[src/rtl/reg_file_initiator.sv]
`default_nettype none
// ============================================================================
// Module   : reg_file_initiator
// Purpose  : Command-driven access sequencer for an 8x16 register file.
//            Accepts single/burst FILL, RAMP and READ commands over a
//            valid/ready handshake, drives the file's Address/WrData/WrEn/RdEn
//            port one beat per cycle and returns read data as a tagged
//            response stream. WrEn and RdEn are never asserted together.
// Ports    : CLK, RST (async, active-low)
//            cmd_valid/cmd_ready/cmd_op/cmd_addr/cmd_len/cmd_data : command in
//            Address/WrData/WrEn/RdEn/RdData : register file port
//            rsp_valid/rsp_addr/rsp_data     : read response (no backpressure)
//            done (1-cycle completion pulse), busy (state != IDLE)
// Revision : 1.0 - initial release
// ============================================================================
module reg_file_initiator #(
    parameter int DW = 16,
    parameter int AW = 3
) (
    input  logic          CLK,
    input  logic          RST,
    input  logic          cmd_valid,
    output logic          cmd_ready,
    input  logic [1:0]    cmd_op,
    input  logic [AW-1:0] cmd_addr,
    input  logic [AW-1:0] cmd_len,
    input  logic [DW-1:0] cmd_data,
    output logic [AW-1:0] Address,
    output logic [DW-1:0] WrData,
    output logic          WrEn,
    output logic          RdEn,
    input  logic [DW-1:0] RdData,
    output logic          rsp_valid,
    output logic [AW-1:0] rsp_addr,
    output logic [DW-1:0] rsp_data,
    output logic          done,
    output logic          busy
);

    localparam logic [1:0] OP_FILL = 2'b00;
    localparam logic [1:0] OP_READ = 2'b01;
    localparam logic [1:0] OP_RAMP = 2'b10;

    typedef enum logic [1:0] {
        IDLE = 2'd0,
        WR   = 2'd1,
        RD   = 2'd2
    } state_t;

    state_t        state, state_nxt;
    logic [AW-1:0] cnt, cnt_nxt;
    logic [1:0]    op_lat, op_nxt;
    logic [AW-1:0] len_lat, len_nxt;
    logic [AW-1:0] addr_lat, addr_nxt;
    logic [DW-1:0] data_lat, data_nxt;
    logic [AW-1:0] address_nxt;
    logic [DW-1:0] wrdata_nxt;
    logic          wren_nxt, rden_nxt, done_nxt;
    logic [AW-1:0] beat_nxt;

    assign cmd_ready = (state == IDLE);
    assign busy      = (state != IDLE);
    // The file registers its read data, so it lines up with rsp_valid.
    assign rsp_data  = RdData;

    // Index of the beat to drive next; wraps in AW bits so bursts wrap the file.
    assign beat_nxt  = cnt + 1'b1;

    // File-port outputs are registered: the edge that accepts a command (or
    // advances the counter) loads the values for the beat of the next cycle.
    always_comb begin
        state_nxt   = state;
        cnt_nxt     = cnt;
        op_nxt      = op_lat;
        len_nxt     = len_lat;
        addr_nxt    = addr_lat;
        data_nxt    = data_lat;
        address_nxt = Address;
        wrdata_nxt  = WrData;
        wren_nxt    = 1'b0;
        rden_nxt    = 1'b0;
        done_nxt    = 1'b0;

        case (state)
            IDLE: begin
                if (cmd_valid && cmd_ready) begin
                    op_nxt   = cmd_op;
                    len_nxt  = cmd_len;
                    addr_nxt = cmd_addr;
                    data_nxt = cmd_data;
                    cnt_nxt  = '0;
                    case (cmd_op)
                        OP_FILL, OP_RAMP: begin
                            state_nxt   = WR;
                            wren_nxt    = 1'b1;
                            address_nxt = cmd_addr;
                            wrdata_nxt  = cmd_data;
                        end
                        OP_READ: begin
                            state_nxt   = RD;
                            rden_nxt    = 1'b1;
                            address_nxt = cmd_addr;
                        end
                        default: begin
                            // Reserved op: no file access, just complete.
                            done_nxt = 1'b1;
                        end
                    endcase
                end
            end
            WR, RD: begin
                if (cnt == len_lat) begin
                    state_nxt = IDLE;
                    done_nxt  = 1'b1;
                end else begin
                    cnt_nxt     = beat_nxt;
                    address_nxt = addr_lat + beat_nxt;
                    if (state == WR) begin
                        wren_nxt   = 1'b1;
                        wrdata_nxt = (op_lat == OP_RAMP) ? data_lat + DW'(beat_nxt)
                                                         : data_lat;
                    end else begin
                        rden_nxt = 1'b1;
                    end
                end
            end
            default: begin
                state_nxt = IDLE;
            end
        endcase
    end

    always_ff @(posedge CLK or negedge RST) begin
        if (!RST) begin
            state     <= IDLE;
            cnt       <= '0;
            op_lat    <= '0;
            len_lat   <= '0;
            addr_lat  <= '0;
            data_lat  <= '0;
            Address   <= '0;
            WrData    <= '0;
            WrEn      <= 1'b0;
            RdEn      <= 1'b0;
            done      <= 1'b0;
            rsp_valid <= 1'b0;
            rsp_addr  <= '0;
        end else begin
            state     <= state_nxt;
            cnt       <= cnt_nxt;
            op_lat    <= op_nxt;
            len_lat   <= len_nxt;
            addr_lat  <= addr_nxt;
            data_lat  <= data_nxt;
            Address   <= address_nxt;
            WrData    <= wrdata_nxt;
            WrEn      <= wren_nxt;
            RdEn      <= rden_nxt;
            done      <= done_nxt;
            // One-stage response pipeline, independent of the FSM.
            rsp_valid <= RdEn;
            rsp_addr  <= Address;
        end
    end

endmodule
`default_nettype wire

[config.mk]
export PLATFORM = sky130hd
export DESIGN_NAME = reg_file_initiator
export DESIGN_NICKNAME = d
export VERILOG_FILES = /design/src/rtl/reg_file_initiator.sv
export SDC_FILE = /design/constraint.sdc
export NUM_CORES = 1
export LEC_CHECK = 0
export CAP_MARGIN = 40
export CELL_PAD_IN_SITES_DETAIL_PLACEMENT = 1
export CELL_PAD_IN_SITES_GLOBAL_PLACEMENT = 2
export CORE_MARGIN = 8
export CORE_UTILIZATION = 30
export DETAILED_ROUTE_END_ITERATION = 7
export PLACE_DENSITY = 0.92
export SYNTH_ARGS = -nofsm -noshare
export SYNTH_HDL_FRONTEND = slang
export SYNTH_SLANG_ARGS = --single-unit
[constraint.sdc]
create_clock -name CLK -period 5.15 [get_ports CLK]
set_input_delay 1.03 -clock CLK [delete_from_list [all_inputs] [get_ports CLK]]
set_output_delay 1.03 -clock CLK [all_outputs]
set_load 0.02 [all_outputs]
======== Yosys cells after proc, flatten, opt, wreduce, memory -nomap -nowiden ========
Index checks and enable logic that the tools add are counted.
Widths: inputs -> output; s select.
operators by class
  add/subtract/negate cells ............... 3
  multiply operators ...................... 0
  divide/modulo/power cells ............... 0
  $lt $le $gt $ge ......................... 0
  equality and inequality tests ........... 13
  shift-type cells ........................ 0
  multiplexer cells ....................... 31
  bitwise gates (word level) .............. 0
  reduce and logical (&&, ||, !) cells .... 13
operators by type and width
  operator             count
  $mux 16              5
  $pmux 16 s2          1
  $add 16x3->16        1
  $mux 3               5
  $pmux 3 s2           2
  $mux 1               11
  $ne 2x2->1 const B   4
  $pmux 2 s2           2
  $eq 2x2->1 const B   3
  $pmux 1 s2           3
  $reduce_and 3->1     2
  $reduce_and 5->1     1
  $eq 2x1->1 const B   2
  $logic_not 2->1      2
  $mux 2               2
  $ne 2x1->1 const B   2
  $reduce_and 4->1     1
  $reduce_bool 2->1    2
  $reduce_or 2->1      2
  $add 3x1->3 const B  1
  $add 3x3->3          1
  $eq 3x3->1           1
  $ne 3x1->1 const B   1
  $reduce_or 3->1      1
  2 further kinds      2
storage, ports and cells
  flip-flop bits (word level) ............. 55
  latch bits .............................. 0
  bits in writable memories ............... 0
  ROM bits ................................ 0
  bits of input ports ..................... 43
  output and inout bits ................... 44
  logic and storage cells ................. 73
  memories ................................ 0

======== Logic depth before layout (Yosys ltp) ========
  depth in word-level cells ............... 6
  gate-level depth with buffers ........... 9
  depth with buffers taken out ............ 9

======== Least setup slack after synthesis ========
No wires, ideal clock.
  path kind ............................... reg-to-reg
  start point ............................. register cnt[0]
  end point ............................... register WrData[12]
  library setup time ...................... 0.064 ns
  arrival time ............................ 2.235 ns
  data required time ...................... 5.086 ns
  slack ................................... 2.851 ns
  stages on the path, launching flop included .. 9
  buffers on the path ..................... 0
  period minus slack after synthesis ...... 2.299 ns
  cells stage by stage .................... dfrtp_1 -> ha_1 -> inv_1 -> fa_1 -> nor2b_4 -> o21ai_2 -> or4_1 -> a311oi_1 -> a21o_1
on the way
  cells in the longest elaborated chain, start to end .. 6
  elaborated cells on any way between the ends .. 9
  classes of those cells .................. 2 x add/sub; 2 x eq/ne; 4 x mux; 1 x reduce/logical
ends and longest elaborated chain
  item                    RTL line  text
  start, declared         51        logic [AW-1:0] cnt, cnt_nxt;
  start signal, assigned  150       cnt <= cnt_nxt;
  $add 3x1->3             67        assign beat_nxt = cnt + 1'b1;
  $add 16x3->16           120       wrdata_nxt = (op_lat == OP_RAMP) ? data_lat + DW'(beat_nxt)
  $mux 16                 120
  $mux 16                 118       if (state == WR) begin
  $mux 16                 112       if (cnt == len_lat) begin
  $pmux 16 s2             84        case (state)
  end signal, assigned    156       WrData <= wrdata_nxt;
  end, declared           29        output logic [DW-1:0] WrData,
Parallel ways exist; a longest one is shown, timed or not. The select of a mux whose other input is x is not followed.
A chain may end at the register's enable or synchronous reset.

======== Worst setup path after layout ========
  start point ............................. register state[1]
  end point ............................... output busy
on the way
  cells in the longest elaborated chain, start to end .. 1
ends and longest elaborated chain
  item                    RTL line  text
  start, declared         50        state_t state, state_nxt;
  start signal, assigned  149       state <= state_nxt;
  $reduce_bool 2->1       62        assign busy = (state != IDLE);
  end, declared           37        output logic busy
No other way between the ends.

==> results.md <==
- Maxcap violations: 0
- Routed len/inst: 16.53 um
- # rows: 36
- Syn Area/Cell: 10.85 sq um
- CP top delay family: buffers and inverters
- PwrDens: 703.2 nW/um^2
- # IOs: 87
- Non-Filler Instances: 447
- Port-buffer cells: 54
- Die Height: 115.4 um
- Tightest Pin Transition: 0.7159 ns
- Worst setup EP type: output port
- Max VDD drop: 0.2965 mV
- Clock share of power: 12.0%
- CP Class: reg -> out
- Die footprint: 13,310 sq um
- RSZ-0062 raised after global routing: no
- Setup violators final: 0
- Buffer depth of the longest clock path: 2
- Final Cell Area: 3632 sq um
- Slowest stage delay, CP: 0.56 ns
- Worst-path cell chain: inv_1 > ha_1 > inv_1 > clkdlybuf4s50_1
- Clk slew on worst S/H paths: 0.10 ns
- Most frequent CP cell: inv_1
- Setup Skew: 0.01218 ns
- Post-synth EDFFs: 0
- Final worst slack: 2.184 ns
- P_sw: 1.093 mW
- Initial antenna violation count: 0
- Gate Count Post-Synth: 273
- Die width: 115.4 um
- Clk Latency, worst-skew pair: 0.32 ns
- Grt peak-use layer: met2
- Post-CTS Hold Buffers: 0
- Share of layout cells above drive strength 1: 14.65%
- Post-CTS setup buffer count: 0
- HPWL after DPL: 5.472 mm
- Crit path DAT: 1.94 ns
- Area grow syn2layout: 22.64%
- Fin. max-slew vios: 0
- M2 GR Usage: 20.39%
- DRT iter0 DRCs: 81
- Syn nets: 327
- Number of antenna-violating nets in the routed design: 0
- Total gr overflow: 0
- Primary FF master, synth: dfrtp_1
- Cell Count Post-Placement: 439
- Worst hold slack: 0.3870 ns
- Hold violation total from the final report: 0
- WP depth: 4
- Switching share of total power: 42.79%
- Area after DPL: 3515 sq um
- Static leakage: 1.518 nW
- Detailed Route WL: 7.387 mm
- Post-synth cell types: 52
- Flop-to-flop setup slack: 2.55 ns
- Hold Crit Class: reg -> reg
- Worst path bufs/invs: 3
- Status: complete, no violations
- Post-Synthesis Cell Area: 2962 sq um
- Crit Path Max Fanout: 9
- Max H-tree Level: 2
- Met1 Use GR: 13.59%
- Fraction of registers with async set or reset after synthesis: 100.0%
- CTS tree: yes
- First-pass GRT wire length: 12.34 mm
- Ant diodes: 0
- Most frequent cells in the layout: dfrtp_1, clkdlybuf4s50_1, nand2_1, mux2_2, nor2_1
- Worst Setup Slack post-DPL: 2.058 ns
- CTS Sinks: 55
- Minimum clock period: 2.966 ns
- Synth Register Bits: 55
- Post-synthesis sequential area ratio: 46.47%
- Met3 usage: 2.731%
- Total power: 2.554 mW
- Post-cts resize count: 0
- Required time of the critical path: 4.12 ns
- Final setup TNS: 0 ns
- Most common cell after layout, fill and taps aside: dfrtp_1
- Drt drc: 0
- Yosys warning total: 0
- Largest net degree at the start of global routing: 56
- Critical path launch point type: flop
- Area of the core: 9684 sq um
- Vias in the first global route: 2,402
- Flop pwr share: 32.2%
- Vias per cell: 4.826
- Hold Path Depth: 0
- Tcrit/Tclk final: 57.59%
- Final Core Density: 37.51%
- Crit-path slowest cell: clkdlybuf4s50_1
- Max-slew headroom: 52.28%
- P_int: 1.461 mW
- Placer congestion estimate: 0.8303
- Worst R2R Path Depth: 8
- GRT Total Usage: 11.76%
- Fmax: 0.3372 GHz
- Num CTS Buffers: 5
- Initial Utilization: 30.58%
- DRT Pass-1 Iters: 4
- Comb power frac: 55.8%
- CTS root buffer: clkbuf_8
- Fin nets: 367
- Via Count: 2,157
-- per-layer routing --
| metal | vias up | wire (um) |
|---|---|---|
| li1 | 1025 | - |
| met1 | 1078 | 3267 |
| met2 | 45 | 3658 |
| met3 | 9 | 337 |
| met4 | 0 | 124 |
| met5 | - | 0 |
-- cell families after synthesis --
group	Yosys count	synth area share (%)
AO/OA/AOI/OAI	54	12.29
XOR/XNOR	16	4.732
adder cells (fa/ha/maj)	11	5.154
buffers and inverters	35	7.182
flip-flops	55	46.47
multiplexers	34	12.51
AND/OR/NAND/NOR	68	11.66
-- registers in the layout, summed over array words and instances (netlist names) --
| name | cells |
|---|---|
| Address | 3 |
| len_lat | 3 |
| rsp_addr | 3 |
| done | 1 |
| op_lat | 2 |
| state | 2 |
| addr_lat | 3 |
| rsp_valid | 1 |
| WrData | 16 |
| cnt | 3 |
| data_lat | 16 |
| RdEn | 1 |
| WrEn | 1 |
-- power by group through the flow --
stage	Clock [mW]	Combinational (mW)	Sequential, mW
after floorplan	0	0.903	0.912
after global placement	0	1.39	0.819
after detailed placement	0	1.45	0.834
after CTS	0.317	1.45	0.826
after global routing	0.330	1.58	0.858
final	0.307	1.42	0.823
-- cell type report --
| cell class | instances | area [sq um] |
|---|---|---|
| Fill cell | 1080 | 6052 |
| Sequential cell | 55 | 1376 |
| Multi-Input combinational cell | 183 | 1373 |
| Timing Repair Buffer | 57 | 558.0 |
| Tap cell | 133 | 166.4 |
| Clock buffer | 6 | 82.58 |
| Inverter | 11 | 41.29 |
| Clock inverter | 2 | 35.03 |
-- final timing paths --
| path | endpoint | start |
|---|---|---|
| worst max register to register | WrData[13] | cnt[0] |
| worst min-delay path | rsp_valid | RdEn |
| min in group asynchronous | WrData[5] | RST |
| worst min register to register | rsp_valid | RdEn |
| worst max-delay path | busy | state[1] |
| max in group asynchronous | WrData[1] | RST |
-- synth_stat cells, drive strengths merged (2+ instances only) --
| cell type | n | area share, % |
|---|---|---|
| o21ai | 14 | 2.5 |
| o31ai | 3 | 0.76 |
| nand2b | 3 | 0.63 |
| o22ai | 2 | 0.42 |
| nor2b | 2 | 0.68 |
| a21o | 3 | 0.76 |
| and2 | 2 | 0.46 |
| mux2 | 24 | 9.1 |
| xnor2 | 9 | 2.7 |
| inv | 11 | 1.4 |
| ha | 9 | 3.8 |
| buf | 19 | 4.8 |
| mux2i | 10 | 3.4 |
| nand3 | 8 | 1.5 |
| nor3 | 3 | 0.51 |
| xor2 | 7 | 2.1 |
| or4 | 2 | 0.51 |
| a21oi | 12 | 2.0 |
| dfrtp | 55 | 46 |
| clkbuf | 5 | 0.97 |
| a211oi | 7 | 2.1 |
| nor2 | 14 | 1.8 |
| and3 | 2 | 0.42 |
| nand4 | 2 | 0.42 |
| o32ai | 2 | 0.59 |
| nand2 | 26 | 3.5 |
| fa | 2 | 1.4 |
(Power assumes the default switching activity.)
